<file path="src/rtl/alu_pkg.sv">
// Shared opcodes and FSM encoding for the bit-serial ALU.
package alu_pkg;

    localparam logic [2:0] OP_AND  = 3'b000;
    localparam logic [2:0] OP_OR   = 3'b001;
    localparam logic [2:0] OP_NOR  = 3'b010;
    localparam logic [2:0] OP_XOR  = 3'b011;
    localparam logic [2:0] OP_ADD  = 3'b100;
    localparam logic [2:0] OP_SUB  = 3'b101;
    localparam logic [2:0] OP_SLT  = 3'b110;
    localparam logic [2:0] OP_RSVD = 3'b111;

    typedef enum logic [1:0] {
        StIdle = 2'd0,
        StRun  = 2'd1,
        StDone = 2'd2
    } state_e;

    // SUB and SLT both run as a + ~b + 1 through the slice.
    function automatic logic is_sub(input logic [2:0] op);
        return (op == OP_SUB) || (op == OP_SLT);
    endfunction

endpackage

</file>
<file path="src/rtl/alu_slice1.sv">
// One-bit ALU slice: logic functions plus a full-adder bit, purely combinational.
module alu_slice1
    import alu_pkg::*;
(
    input  logic       a,
    input  logic       b,
    input  logic       cin,
    input  logic [2:0] op,
    output logic       r,
    output logic       cout
);

    always_comb begin
        r    = 1'b0;
        cout = 1'b0;
        case (op)
            OP_AND: r = a & b;
            OP_OR:  r = a | b;
            OP_NOR: r = ~(a | b);
            OP_XOR: r = a ^ b;
            OP_ADD, OP_SUB, OP_SLT: begin
                r    = a ^ b ^ cin;
                cout = (a & b) | (cin & (a ^ b));
            end
            default: begin
                r    = 1'b0;
                cout = 1'b0;
            end
        endcase
    end

endmodule

</file>
<file path="src/rtl/serial_alu.sv">
// Bit-serial ALU: one slice iterated LSB-first over WIDTH cycles behind a start/done handshake.
module serial_alu
    import alu_pkg::*;
#(
    parameter int unsigned WIDTH = 8
) (
    input  logic             clk,
    input  logic             rst,
    input  logic             start,
    input  logic [2:0]       op,
    input  logic [WIDTH-1:0] a,
    input  logic [WIDTH-1:0] b,
    output logic             busy,
    output logic             done,
    output logic [WIDTH-1:0] result,
    output logic             zero,
    output logic             carry,
    output logic             overflow
);

    localparam int unsigned     CntW    = $clog2(WIDTH);
    localparam logic [CntW-1:0] LastBit = CntW'(WIDTH - 1);

    state_e           state_q, state_d;
    logic [CntW-1:0]  cnt_q, cnt_d;
    logic [WIDTH-1:0] a_sh_q, a_sh_d;
    logic [WIDTH-1:0] b_sh_q, b_sh_d;
    logic [WIDTH-2:0] res_sh_q, res_sh_d;
    logic [2:0]       op_q, op_d;
    logic             cy_q, cy_d;
    logic [WIDTH-1:0] result_q, result_d;
    logic             zero_q, zero_d;
    logic             carry_q, carry_d;
    logic             overflow_q, overflow_d;
    logic             busy_q, busy_d;
    logic             done_q, done_d;

    logic             slice_b;
    logic             slice_r;
    logic             slice_cout;
    logic             msb_ovf;
    logic [WIDTH-1:0] res_cat;
    logic [WIDTH-1:0] fin_res;
    logic             fin_carry;
    logic             fin_ovf;

    alu_slice1 u_slice (
        .a   (a_sh_q[0]),
        .b   (slice_b),
        .cin (cy_q),
        .op  (op_q),
        .r   (slice_r),
        .cout(slice_cout)
    );

    // Final-bit view: only meaningful on the last RUN cycle, where cy_q is the MSB carry-in.
    always_comb begin
        slice_b   = b_sh_q[0] ^ is_sub(op_q);
        msb_ovf   = cy_q ^ slice_cout;
        res_cat   = {slice_r, res_sh_q};
        fin_res   = res_cat;
        fin_carry = 1'b0;
        fin_ovf   = 1'b0;
        case (op_q)
            OP_ADD, OP_SUB: begin
                fin_carry = slice_cout;
                fin_ovf   = msb_ovf;
            end
            OP_SLT:  fin_res = {{(WIDTH-1){1'b0}}, slice_r ^ msb_ovf};
            OP_RSVD: fin_res = '0;
            default: ;
        endcase
    end

    always_comb begin
        state_d    = state_q;
        cnt_d      = cnt_q;
        a_sh_d     = a_sh_q;
        b_sh_d     = b_sh_q;
        res_sh_d   = res_sh_q;
        op_d       = op_q;
        cy_d       = cy_q;
        result_d   = result_q;
        zero_d     = zero_q;
        carry_d    = carry_q;
        overflow_d = overflow_q;
        busy_d     = busy_q;
        done_d     = 1'b0;
        case (state_q)
            StIdle: begin
                if (start) begin
                    state_d = StRun;
                    cnt_d   = '0;
                    a_sh_d  = a;
                    b_sh_d  = b;
                    op_d    = op;
                    cy_d    = is_sub(op);
                    busy_d  = 1'b1;
                end
            end
            StRun: begin
                a_sh_d   = a_sh_q >> 1;
                b_sh_d   = b_sh_q >> 1;
                res_sh_d = res_cat[WIDTH-1:1];
                cy_d     = slice_cout;
                cnt_d    = cnt_q + CntW'(1);
                if (cnt_q == LastBit) begin
                    state_d    = StDone;
                    done_d     = 1'b1;
                    result_d   = fin_res;
                    zero_d     = ~|fin_res;
                    carry_d    = fin_carry;
                    overflow_d = fin_ovf;
                end
            end
            StDone: begin
                state_d = StIdle;
                busy_d  = 1'b0;
            end
            default: begin
                state_d = StIdle;
                busy_d  = 1'b0;
            end
        endcase
    end

    always_ff @(posedge clk or posedge rst) begin
        if (rst) begin
            state_q    <= StIdle;
            cnt_q      <= '0;
            a_sh_q     <= '0;
            b_sh_q     <= '0;
            res_sh_q   <= '0;
            op_q       <= '0;
            cy_q       <= 1'b0;
            result_q   <= '0;
            zero_q     <= 1'b0;
            carry_q    <= 1'b0;
            overflow_q <= 1'b0;
            busy_q     <= 1'b0;
            done_q     <= 1'b0;
        end else begin
            state_q    <= state_d;
            cnt_q      <= cnt_d;
            a_sh_q     <= a_sh_d;
            b_sh_q     <= b_sh_d;
            res_sh_q   <= res_sh_d;
            op_q       <= op_d;
            cy_q       <= cy_d;
            result_q   <= result_d;
            zero_q     <= zero_d;
            carry_q    <= carry_d;
            overflow_q <= overflow_d;
            busy_q     <= busy_d;
            done_q     <= done_d;
        end
    end

    assign busy     = busy_q;
    assign done     = done_q;
    assign result   = result_q;
    assign zero     = zero_q;
    assign carry    = carry_q;
    assign overflow = overflow_q;

endmodule

</file>
<file path="config.mk">
export PLATFORM = sky130hd
export DESIGN_NAME = serial_alu
export DESIGN_NICKNAME = d
export VERILOG_FILES = /design/src/rtl/alu_pkg.sv /design/src/rtl/alu_slice1.sv /design/src/rtl/serial_alu.sv
export SDC_FILE = /design/constraint.sdc
export NUM_CORES = 1
export LEC_CHECK = 0
export ABC_AREA = 1
export CORE_ASPECT_RATIO = 2
export CORE_MARGIN = 5
export CORE_UTILIZATION = 45
export CTS_CLUSTER_DIAMETER = 150
export DETAILED_ROUTE_END_ITERATION = 10
export PLACE_DENSITY = 0.7
export SYNTH_ARGS = -nofsm -noshare
export SYNTH_HDL_FRONTEND = slang
export SYNTH_SLANG_ARGS = --single-unit
</file>
<file path="constraint.sdc">
create_clock -name clk -period 2.4 [get_ports clk]
set_input_delay 0.24 -clock clk [delete_from_list [all_inputs] [get_ports clk]]
set_output_delay 0.24 -clock clk [all_outputs]
set_load 0.02 [all_outputs]
</file>
After elaboration in Yosys (flattened, before gate mapping)

Cells that the tools add are included.

$add $sub $neg: 1
Equal/unequal tests: 13
Muxes and demuxes: 20
Bitwise logic cells: 11
Reductions and logical operators: 14

Operator list:

| cell                  | number |
|---|---|
| $pmux W8 S2           | 3 |
| $eq A3 B3 Y1 const B  | 7 |
| $mux W8               | 2 |
| $reduce_and A2 Y1     | 5 |
| $reduce_or A8 Y1      | 1 |
| $mux W1               | 7 |
| $eq A3 B2 Y1 const B  | 2 |
| $pmux W3 S2           | 1 |
| $pmux W1 S5           | 1 |
| $xor A1 B1 Y1         | 5 |
| $mux W2               | 2 |
| $ne A2 B2 Y1 const B  | 2 |
| $pmux W1 S2           | 2 |
| $pmux W2 S2           | 1 |
| $add A3 B1 Y3 const B | 1 |
| $eq A3 B1 Y1 const B  | 1 |
| $logic_not A3 Y1      | 1 |
| $mux W3               | 1 |
| $reduce_or A3 Y1      | 1 |
| $and A1 B1 Y1         | 2 |
| $eq A2 B1 Y1 const B  | 1 |
| $logic_not A2 Y1      | 1 |
| $logic_or A1 B1 Y1    | 2 |
| $not A1 Y1            | 2 |
| 4 further kinds       | 5 |

Register bits after elaboration: 45
Output and inout port bits: 13
Logic and storage cells: 72

Depth between registers and ports, before layout

Gate-level depths: netlist (run 1).

Depth in word-level cells: 12
Depth in mapped cells: 16

By module

A second synthesis (run 1) with hierarchy kept.

Cell total of the unflattened synthesis: 239
Area, all modules: 2215.9 µm²

Modules (own cells, without submodules):

| module     | instances | cells each | area each (µm²) |
|---|---|---|---|
| serial_alu | 1         | 217        | 2093.3 |
| alu_slice1 | 1         | 22         | 122.6 |

Worst setup path before layout (run 1)

Ideal clock, no wire load.

Kind: register -> register
Start: register op_q[2]
End: register zero_q (netlist: zero)
Setup time: 0.117 ns
Arrival: 1.998 ns
Required time: 2.283 ns
Setup slack: 0.284 ns
Stages on the path, launching flop included: 14
Period minus slack after synthesis: 2.116 ns
Path through: dfrtp_1 nand2_1 o21ai_0 xnor2_1 fa_1 nand3b_1 nand2_1 nor2_2 nand2_1 nand2_1 nand2_1 nor2_1 nand3_1 nand2_1

Cells in the longest elaborated chain, start to end: 12

RTL lines:

| element                                | line                                                 | text |
|---|---|---|
| start: declaration                     | serial_alu.sv:29                                     | `logic [2:0] op_q, op_d;` |
| start signal: assignment               | serial_alu.sv:148                                    | `op_q <= op_d;` |
| $eq A3 B3 Y1, on equally long branches | alu_pkg.sv:21, alu_slice1.sv:16, serial_alu.sv:64    |  |
| $logic_or A1 B1 Y1                     | alu_pkg.sv:21                                        | `return (op == OP_SUB) \|\| (op == OP_SLT);` |
| $xor A1 B1 Y1                          | serial_alu.sv:58                                     | `slice_b = b_sh_q[0] ^ is_sub(op_q);` |
| $xor A1 B1 Y1                          | alu_slice1.sv:20, alu_slice1.sv:22, alu_slice1.sv:23 |  |
| $and A1 B1 Y1                          | alu_slice1.sv:23                                     | `cout = (a & b) \| (cin & (a ^ b));` |
| $or A1 B1 Y1                           | alu_slice1.sv:23                                     |  |
| $mux W1                                | alu_slice1.sv:16                                     | `case (op)` |
| $xor A1 B1 Y1                          | serial_alu.sv:59                                     | `msb_ovf = cy_q ^ slice_cout;` |
| $xor A1 B1 Y1                          | serial_alu.sv:69                                     | `OP_SLT: fin_res = {{(WIDTH-1){1'b0}}, slice_r ^ msb_ovf};` |
| $pmux W8 S2 *                          | serial_alu.sv:64                                     | `case (op_q)` |
| $reduce_or A8 Y1 *                     | serial_alu.sv:111                                    | `zero_d = ~\|fin_res;` |
| $logic_not A1 Y1 *                     | serial_alu.sv:111                                    |  |
| end signal: assignment                 | serial_alu.sv:151                                    | `zero_q <= zero_d;` |
| end: declaration                       | serial_alu.sv:32                                     | `logic zero_q, zero_d;` |

Every way passes the cells marked *; elsewhere a longest branch is shown, timed or not.
A chain may end at the register's enable or synchronous reset.

Final worst setup path (run 1)

Start: register op_q[0]
End: register zero_q (netlist: zero)

The elaborated chain is that of the path after synthesis.

==> impl_metrics.env, run 1 <==
export IMPL_ios=35
export IMPL_finalWorstPathRequiredPeriod_ps=2210
export IMPL_drv_cap=0
export IMPL_fin_crit_sh_pct=92.2
export IMPL_cts_sinks=45
export IMPL_required_ps=2640
export IMPL_design_area_um2=2570
export IMPL_critPathKind="flop to flop"
export IMPL_dp_hpwl_mm=2.98
export IMPL_dp_slack_ps=143
export IMPL_fin_skew_ps=12.7
export IMPL_ir_drop_mv=0.959
export IMPL_vias=1589
export IMPL_crit_fanout=5
export IMPL_wl_met3_um=158
export IMPL_syn_inst=219
export IMPL_slowest_delay_ps=540
export IMPL_synth_distinct_cells=29
export IMPL_cp_top_family="simple AND/OR/NAND/NOR gates"
export IMPL_start_kind="flop"
export IMPL_drtAntennaViolNets=0
export IMPL_synthTopCellsByArea="dfrtp_1, nand2_1, o21ai_0, inv_1, a22oi_1"
export IMPL_cp_buffers_inverters=1
export IMPL_cp_slowest_cell="fa_1"
export IMPL_antenna_found_initial=0
export IMPL_fp_coreArea_um2=4380
export IMPL_drc_errors=0
export IMPL_path_cells="inv_2 -> nor2_2 -> nand2_1 -> o21ai_2 -> xnor2_2 -> fa_1 -> nand3b_1 -> nand2_1 -> nor2_2 -> nand2_2 -> nand2_1 -> nand2_1 -> nor2_1 -> nand3_1 -> nand2_1"
export IMPL_cp_arrival_ps=2450
export IMPL_max_slew_margin_pct=62.3
export IMPL_clk_insertion_delay_late_ps=300
export IMPL_fmax_ghz=0.452
export IMPL_cts_tree="done"
export IMPL_worst_slew_pin_slew_ps=565
export IMPL_power_density_nw_per_um2=1330
export IMPL_grt_pass1_wl_mm=7.00
export IMPL_drt_pre_antenna_iters=7
export IMPL_setup_slack_ps=187
export IMPL_synth_edf_count=0
export IMPL_wl_met2_mm=2.31
export IMPL_syn_mean_instance_area_um2=9.29
export IMPL_tns_ps=0
export IMPL_rows=34
export IMPL_drtIter0Drc=46
export IMPL_yosysWarnings=0
export IMPL_met1_length_mm=1.55
export IMPL_dieArea_um2=6050
export IMPL_wl_per_cell_um=13.2
export IMPL_async_reset_ff_share_pct=100
export IMPL_grt_pass1_vias=1561
export IMPL_areaGrowthSynthToFinish_pct=26.2
export IMPL_gp_congestion=0.839
export IMPL_yosysSeqAreaShare_pct=55.4
export IMPL_routed_via_density=5.08
export IMPL_hold_buffers=0
export IMPL_gr_total_overflow=0
export IMPL_synth_common_cells="nand2_1, dfrtp_1, inv_1, o21ai_0, a22oi_1"
export IMPL_yosysTopAreaCellShare_pct=55.4
export IMPL_htreeDepth=2
export IMPL_grt_usage_pct=14.8
export IMPL_top_layer_used="met4"
export IMPL_setup_violations=0
export IMPL_clk_pin_slew_ps=90
export IMPL_drv_slew=0
export IMPL_syn_nets=246
export IMPL_synth_most_common_cell="nand2_1"
export IMPL_n_antenna_cell=0
export IMPL_hold_class="input port to async pin"
export IMPL_place_area_um2=2410
export IMPL_netlist_area_um2=2030
export IMPL_cts_buffers_inserted=5
export IMPL_synth_area_leader_cell="dfrtp_1"
export IMPL_die_h_um=105
export IMPL_end_kind="flop"
export IMPL_layout_drive_gt1_share_pct=12.4
export IMPL_ys_ff_latch=45
export IMPL_start_util_pct=46.4
export IMPL_status="completed"
export IMPL_grt_max_degree=46
export IMPL_port_buffers=34
export IMPL_crit_top_cell="nand2_1"
export IMPL_wl_mm=4.14
export IMPL_cts_buffer_depth=2
export IMPL_p_leak_nw=1.21
export IMPL_final_nets=285
export IMPL_clockRootBuffer="clkbuf_8"
export IMPL_ys_flop_type="dfrtp_1"
export IMPL_die_x_um=57.5
export IMPL_hold_viol=0
worst paths after layout:
kind / start / depth (start not counted) / end / slack, ps
max in group asynchronous: rst / 3 / op_q[2]$_DFFE_PP0P_ / 1590
setup / recovery: op_q[0]$_DFFE_PP0P_ / 15 / zero$_DFFE_PP0P_ / 190
setup reg to reg: op_q[0]$_DFFE_PP0P_ / 15 / zero$_DFFE_PP0P_ / 190
hold / removal: rst / 3 / busy$_DFFE_PP0P_ / 370
min in group clk: b[5] / 3 / b_sh_q[5]$_DFFE_PP0P_ / 470
hold reg to reg: result[6]$_DFFE_PP0P_ / 2 / result[6]$_DFFE_PP0P_ / 490
placed cells by master, fill, tap and decap left out, drive strengths merged, types with 4 or more instances in the layout:
cell,synthesis,routed
o31ai,4,4
nand3,9,9
clkdlybuf4s50,0,34
nand2,71,71
clkbuf,1,5
inv,25,24
ha,4,4
a22oi,9,9
nor2,7,7
dfrtp,45,45
o21ai,21,21
nand4,4,4
buf,6,5
registers in the layout, indices dropped and copies added (netlist names):
name	flops
a_sh_q	8
b_sh_q	8
result	8
res_sh_q	7
cnt_q	3
op_q	3
state_q	2
busy	1
carry	1
cy_q	1
done	1
overflow	1
zero	1
layer usage:
layer	global-route usage, %	up-vias
li1	-	795
met1	15.7	750
met2	26.5	34
met3	2.59	10
met4	7.96	0
met5	0	-
through the flow:
step	power (mW)	std cells	utilization, %	hold slack, ps
4_1_cts	3.35	311	57.7	397
2_1_floorplan	2.32	219	-	357
5_1_grt	3.69	313	58.6	450
3_5_place_dp	2.75	303	55.1	468
6_report	3.40	313	58.6	365
3_3_place_gp	2.70	303	55.1	463
tightest hold or removal path, cell delays in order:
cell,delay (ps)
clkdlybuf4s50_1,400
clkinv_1,50
buf_4,460
area by class of cell:
class                      instances  area (um^2)
multi-input combinational        142          783
sequential                        45         1130
inverter                          25         93.8
tap                               54         67.6
clock inverter                     3         46.3
fill                             394         1810
clock buffer                       5         68.8
timing repair buffer              39          378
repair_timing:
| item | CTS | global route |
|---|---|---|
| setup endpoints to repair | 0 | 3 |
| setup buffers | 0 | 2 |
| resized for setup | 0 | 10 |
power breakdown:
part           leakage [nW]  switching (mW)  internal, mW
combinational         0.582           0.896         0.641
sequential            0.571           0.207          1.08
clock                0.0543           0.270         0.312
cells by family (layout without fill, tap and decap cells):
logic type      count (synthesis)  after routing  synth area share, %
buf+inv                        32             72                 7.20
simple gates                   92             92                 19.4
fa+ha+maj                       5              5                 3.44
flops                          45             45                 55.4
xor+xnor                        3              3                 1.66
compound gates                 42             42                 12.9
Note: power is estimated with default switching activity, not from simulation.
==> inputs of run 2 (changes only) <==
Settings changed: CORE_MARGIN 5 to 1.
==> run 2 against run 1 <==
Sequential share of layout area increased by 0.47 points. Power decreased by 4.5%. Count of clock-buffer cells in the layout unchanged. Via count increased by 2.5%. Global-route usage increased by 4.4 points. Register-to-register slack got worse by 20 ps. Critical path type unchanged. Critical endpoint is now result[0]$_DFFE_PP0P_. Largest cell class unchanged.
==> impl_metrics.env, run 2 (same netlist as run 1, synthesis figures left out) <==
export IMPL_status="completed"
export IMPL_ios=35
export IMPL_drt_pre_antenna_iters=4
export IMPL_drv_slew=0
export IMPL_cp_slowest_cell="dfrtp_2"
export IMPL_cts_sinks=45
export IMPL_p_leak_nw=1.20
export IMPL_gp_congestion=0.851
export IMPL_required_ps=2580
export IMPL_met1_usage_pct=19.9
export IMPL_wl_per_cell_um=13.1
export IMPL_place_area_um2=2420
export IMPL_design_area_um2=2540
export IMPL_grt_usage_pct=19.2
export IMPL_antenna_found_initial=0
export IMPL_gr_total_overflow=0
export IMPL_grt_pass1_wl_mm=7.11
export IMPL_cts_tree="done"
export IMPL_comb_power_share_pct=47.5
export IMPL_dieArea_um2=4810
export IMPL_ir_drop_mv=0.762
export IMPL_setup_violations=0
export IMPL_start_util_pct=46.9
export IMPL_port_buffers=34
export IMPL_clk_pin_slew_ps=80
export IMPL_mostFrequentLayoutCells="nand2_1, dfrtp_1, clkdlybuf4s50_1"
export IMPL_grt_pass1_vias=1625
export IMPL_fin_skew_ps=5.00
export IMPL_finalWorstPathRequiredPeriod_ps=2240
export IMPL_cp_arrival_ps=2420
export IMPL_crit_fanout=6
export IMPL_layout_drive_gt1_share_pct=11.2
export IMPL_grt_max_degree=24
export IMPL_cp_top_family="simple AND/OR/NAND/NOR gates"
export IMPL_place_inst=303
export IMPL_final_common_cell="nand2_1"
export IMPL_dp_slack_ps=140
export IMPL_cp_buffers_inverters=2
export IMPL_fin_crit_sh_pct=93.1
export IMPL_crit_top_cell="nand2_1"
export IMPL_setup_slack_ps=164
export IMPL_p_seq_share_pct=39.4
export IMPL_max_slew_margin_pct=43.8
export IMPL_wl_mm=4.10
export IMPL_routed_via_density=5.22
export IMPL_areaGrowthSynthToFinish_pct=24.7
export IMPL_met2_usage_pct=34.8
export IMPL_dp_hpwl_mm=2.98
export IMPL_utilization_pct=58.5
export IMPL_drtAntennaViolNets=0
export IMPL_htreeDepth=2
export IMPL_hold_ws_ps=312
export IMPL_worst_slew_pin_slew_ps=838
export IMPL_n_antenna_cell=0
export IMPL_clockRootBuffer="clkbuf_8"
export IMPL_start_kind="flop"
export IMPL_drc_errors=0
export IMPL_rows=34
export IMPL_hold_buffers=0
export IMPL_final_nets=286
export IMPL_cts_buffer_depth=2
export IMPL_fp_coreArea_um2=4340
export IMPL_drv_cap=0
export IMPL_hold_class="input port to async pin"
export IMPL_end_kind="flop"
export IMPL_hold_viol=0
export IMPL_slowest_delay_ps=450
export IMPL_clk_insertion_delay_late_ps=290
export IMPL_grtUsageMet3_pct=4.23
export IMPL_power_internal_mw=1.90
export IMPL_die_h_um=97.1
export IMPL_path_cells="nor2_2 -> nand2_1 -> o21ai_2 -> xnor2_1 -> buf_4 -> fa_1 -> inv_1 -> nand3_2 -> xor2_2 -> nand3_1 -> nand3_2 -> nand2_1 -> nand2_1 -> nand2_1"
export IMPL_power_density_nw_per_um2=1280
export IMPL_cts_buffers_inserted=5
export IMPL_netSwitchingPower_mw=1.35
export IMPL_switching_share_pct=41.5
export IMPL_drtIter0Drc=24
export IMPL_clkPwrFrac_pct=13.1
export IMPL_fmax_ghz=0.447
export IMPL_busiest_layer="met2"
export IMPL_vias=1629
export IMPL_finalNonFillerCells=312
export IMPL_critPathKind="flop to flop"
export IMPL_die_x_um=49.5
==> run 2: cell count changes in the layout (fill, tap and decap cells not counted), sizes merged <==
cell / before / now
buf: 5 / 6
bufinv: 1 / 0
clkinvlp: 1 / 0
==> run 2: repair_timing <==
action / in CTS / in global routing
hold endpoints to repair: 0 / 0
resized for setup: 0 / 8
setup buffers: 0 / 3
endpoints found under the setup margin: 0 / 4
==> run 2: worst reg2reg max path: stages (launching register included) <==
cell and delay (ps):
dfrtp_2 450, nor2_2 150, nand2_1 80, o21ai_2 60, xnor2_1 80, buf_4 140, fa_1 360, inv_1 80
nand3_2 120, xor2_2 220, nand3_1 130, nand3_2 100, nand2_1 50, nand2_1 50, nand2_1 50
==> run 2: power by group through the flow <==
stage,clock (mW),combinational [mW],sequential (mW)
after global placement,0,1.42,1.28
after CTS,0.440,1.47,1.28
after global routing,0.466,1.76,1.32
after detailed placement,0,1.46,1.29
final,0.424,1.54,1.28
after floorplan,0,0.986,1.34
==> run 2: per-layer routing <==
metal / vias up / routed length (um)
li1: 791 / -
met2: 48 / 2330
met3: 12 / 128
met4: 0 / 133
met1: 778 / 1510
met5: - / 0
==> run 2: per-stage QoR <==
step	setup TNS, ps	power, mW
3_3_place_gp	0	2.70
3_5_place_dp	0	2.75
2_1_floorplan	0	2.32
6_report	0	3.25
4_1_cts	0	3.19
5_1_grt	-42.5	3.54
==> run 2: path summary, 6_finish.rpt <==
check	start	end	slack [ps]	cells after the start
min	rst	busy$_DFFE_PP0P_	310	2
max in group asynchronous	rst	op_q[1]$_DFFE_PP0P_	1540	3
min reg2reg	result[1]$_DFFE_PP0P_	result[1]$_DFFE_PP0P_	480	2
max reg2reg	op_q[1]$_DFFE_PP0P_	result[0]$_DFFE_PP0P_	160	14
max	op_q[1]$_DFFE_PP0P_	result[0]$_DFFE_PP0P_	160	14
min in group clk	b[4]	b_sh_q[4]$_DFFE_PP0P_	480	3
==> run 2: final cells by class <==
cell class	count	area [um^2]
tap	54	67.6
sequential	45	1130
clock buffer	5	68.8
inverter	25	93.8
clock inverter	1	5.00
multi-input combinational	142	776
fill	394	1800
timing repair buffer	40	398
==> inputs of run 3 (changes only) <==
Settings changed: SETUP_SLACK_MARGIN from default to 0.5.
==> run 3 against run 2 <==
Combinational power increased by 23%. Cell count increased by 5.4%. Via count up 5.4%. Clock power increased by 20%. Clock skew shrank 2.2 ps. Final area is 7.2% higher. Die area stayed put. Global-route usage grew 0.46 points. Routed wire length increased by 6.0%. Critical path type unchanged.
==> impl_metrics.env, run 3 (same netlist as run 1, synthesis figures left out) <==
export IMPL_final_common_cell="nand2_1"
export IMPL_status="completed"
export IMPL_gr_total_overflow=0
export IMPL_cts_sinks=45
export IMPL_fp_coreArea_um2=4340
export IMPL_port_buffers=34
export IMPL_grt_usage_pct=19.7
export IMPL_start_util_pct=46.9
export IMPL_final_nets=301
export IMPL_drtAntennaViolNets=0
export IMPL_cp_arrival_ps=2330
export IMPL_hold_class="input port to async pin"
export IMPL_tns_ps=0
export IMPL_cp_buffers_inverters=9
export IMPL_gp_congestion=0.863
export IMPL_rsz0062_at_grt="yes"
export IMPL_finalWorstPathRequiredPeriod_ps=2160
export IMPL_path_cells="inv_2 -> buf_6 -> buf_4 -> buf_4 -> buf_4 -> buf_4 -> buf_4 -> buf_6 -> nand4_1 -> nand2_1 -> nor2_2 -> nand2_2 -> buf_4 -> nand2_1 -> o21ai_0"
export IMPL_finalNonFillerCells=329
export IMPL_n_antenna_cell=0
export IMPL_drtIter0Drc=41
export IMPL_slowest_delay_ps=370
export IMPL_dieArea_um2=4810
export IMPL_clk_pin_slew_ps=80
export IMPL_fin_crit_sh_pct=89.9
export IMPL_design_area_um2=2720
export IMPL_wl_mm=4.34
export IMPL_vias=1717
export IMPL_clk_insertion_delay_late_ps=290
export IMPL_cts_buffers_inserted=5
export IMPL_die_h_um=97.1
export IMPL_top_layer_used="met4"
export IMPL_r2r_slack_ps=240
export IMPL_required_ps=2570
export IMPL_power_total_mw=3.68
export IMPL_met1_length_mm=1.60
export IMPL_hold_buffers=0
export IMPL_crit_top_cell="buf_4"
export IMPL_critPathKind="flop to flop"
export IMPL_fmax_ghz=0.464
export IMPL_cp_top_family="buffers and inverters"
export IMPL_layout_drive_gt1_share_pct=19.3
export IMPL_ios=35
export IMPL_max_slew_margin_pct=63.6
export IMPL_drv_slew=0
export IMPL_setup_violations=0
export IMPL_drt_pre_antenna_iters=4
export IMPL_wl_per_cell_um=13.2
export IMPL_start_kind="flop"
export IMPL_hold_viol=0
export IMPL_cts_buffer_depth=2
export IMPL_worst_slew_pin_slew_ps=546
export IMPL_areaGrowthSynthToFinish_pct=33.6
export IMPL_place_inst=302
export IMPL_p_leak_nw=1.30
export IMPL_grt_pass1_vias=1676
export IMPL_die_x_um=49.5
export IMPL_antenna_found_initial=0
export IMPL_drc_errors=0
export IMPL_wl_met2_mm=2.42
export IMPL_routed_via_density=5.22
export IMPL_drv_cap=0
export IMPL_crit_fanout=3
export IMPL_grt_pass1_wl_mm=7.30
export IMPL_grt_max_degree=46
export IMPL_ir_drop_mv=0.782
export IMPL_mostFrequentLayoutCells="nand2_1, dfrtp_1, clkdlybuf4s50_1"
export IMPL_dp_hpwl_mm=2.79
export IMPL_rows=34
export IMPL_wl_met3_um=140
export IMPL_place_area_um2=2420
export IMPL_end_kind="flop"
export IMPL_cts_tree="done"
export IMPL_cp_slowest_cell="dfrtp_1"
export IMPL_fin_skew_ps=2.75
export IMPL_htreeDepth=2
export IMPL_clockRootBuffer="clkbuf_8"
export IMPL_power_density_nw_per_um2=1360
[run 3: cell count changes in the layout (fill, tap and decap cells not counted), sizes merged]
cell and change:
buf +15, clkbuf +2, clkinvlp +1, inv -1
[run 3: final timing paths]
path | from | to | cells past startpoint
min in group clk | b[1] | b_sh_q[1]$_DFFE_PP0P_ | 3
max in group asynchronous | rst | op_q[2]$_DFFE_PP0P_ | 3
hold / removal | rst | state_q[1]$_DFFE_PP0P_ | 3
setup reg to reg | op_q[0]$_DFFE_PP0P_ | res_sh_q[6]$_DFFE_PP0P_ | 15
hold reg to reg | result[3]$_DFFE_PP0P_ | result[3]$_DFFE_PP0P_ | 2
setup / recovery | op_q[0]$_DFFE_PP0P_ | res_sh_q[6]$_DFFE_PP0P_ | 15
[run 3: final cells by class]
| class | instances | area (um^2) |
|---|---|---|
| fill | 376 | 1620 |
| sequential | 45 | 1130 |
| multi-input combinational | 142 | 806 |
| timing repair buffer | 55 | 518 |
| inverter | 25 | 97.6 |
| clock buffer | 7 | 96.3 |
| tap | 54 | 67.6 |
| clock inverter | 1 | 5.00 |
[run 3: worst reg2reg max path, cell delays in order, from the launching register on]
cell and delay, ps:
dfrtp_1 370, inv_2 60, buf_6 110, buf_4 120, buf_4 130, buf_4 130, buf_4 120, buf_4 120
buf_6 110, nand4_1 100, nand2_1 100, nor2_2 160, nand2_2 90, buf_4 140, nand2_1 80, o21ai_0 100
[run 3: metrics by stage]
step	util, %	hold WS, ps	setup WS, ps
after detailed placement	55.8	470	174
after CTS	60.5	398	298
after global placement	55.8	462	206
after floorplan	-	357	378
final	62.7	381	243
after global routing	62.7	442	171
[run 3: per-layer routing]
layer / vias to the layer above / global-route usage, %
li1: 824 / -
met1: 815 / 21.1
met2: 61 / 35.3
met3: 17 / 2.97
met4: 0 / 10.8
met5: - / 0
[run 3: timing repair]
item | in CTS | in global routing
pin swaps | 9 | 9
buffers inserted | 12 | 7
gates resized for setup | 4 | 9
setup endpoints to repair | 6 | 8
[run 3: where the power goes]
part / total (mW) / switching (mW) / internal (mW) / leakage [nW]
Clock: 0.508 / 0.247 / 0.260 / 0.0542
Sequential: 1.28 / 0.202 / 1.08 / 0.572
Combinational: 1.90 / 1.04 / 0.863 / 0.673
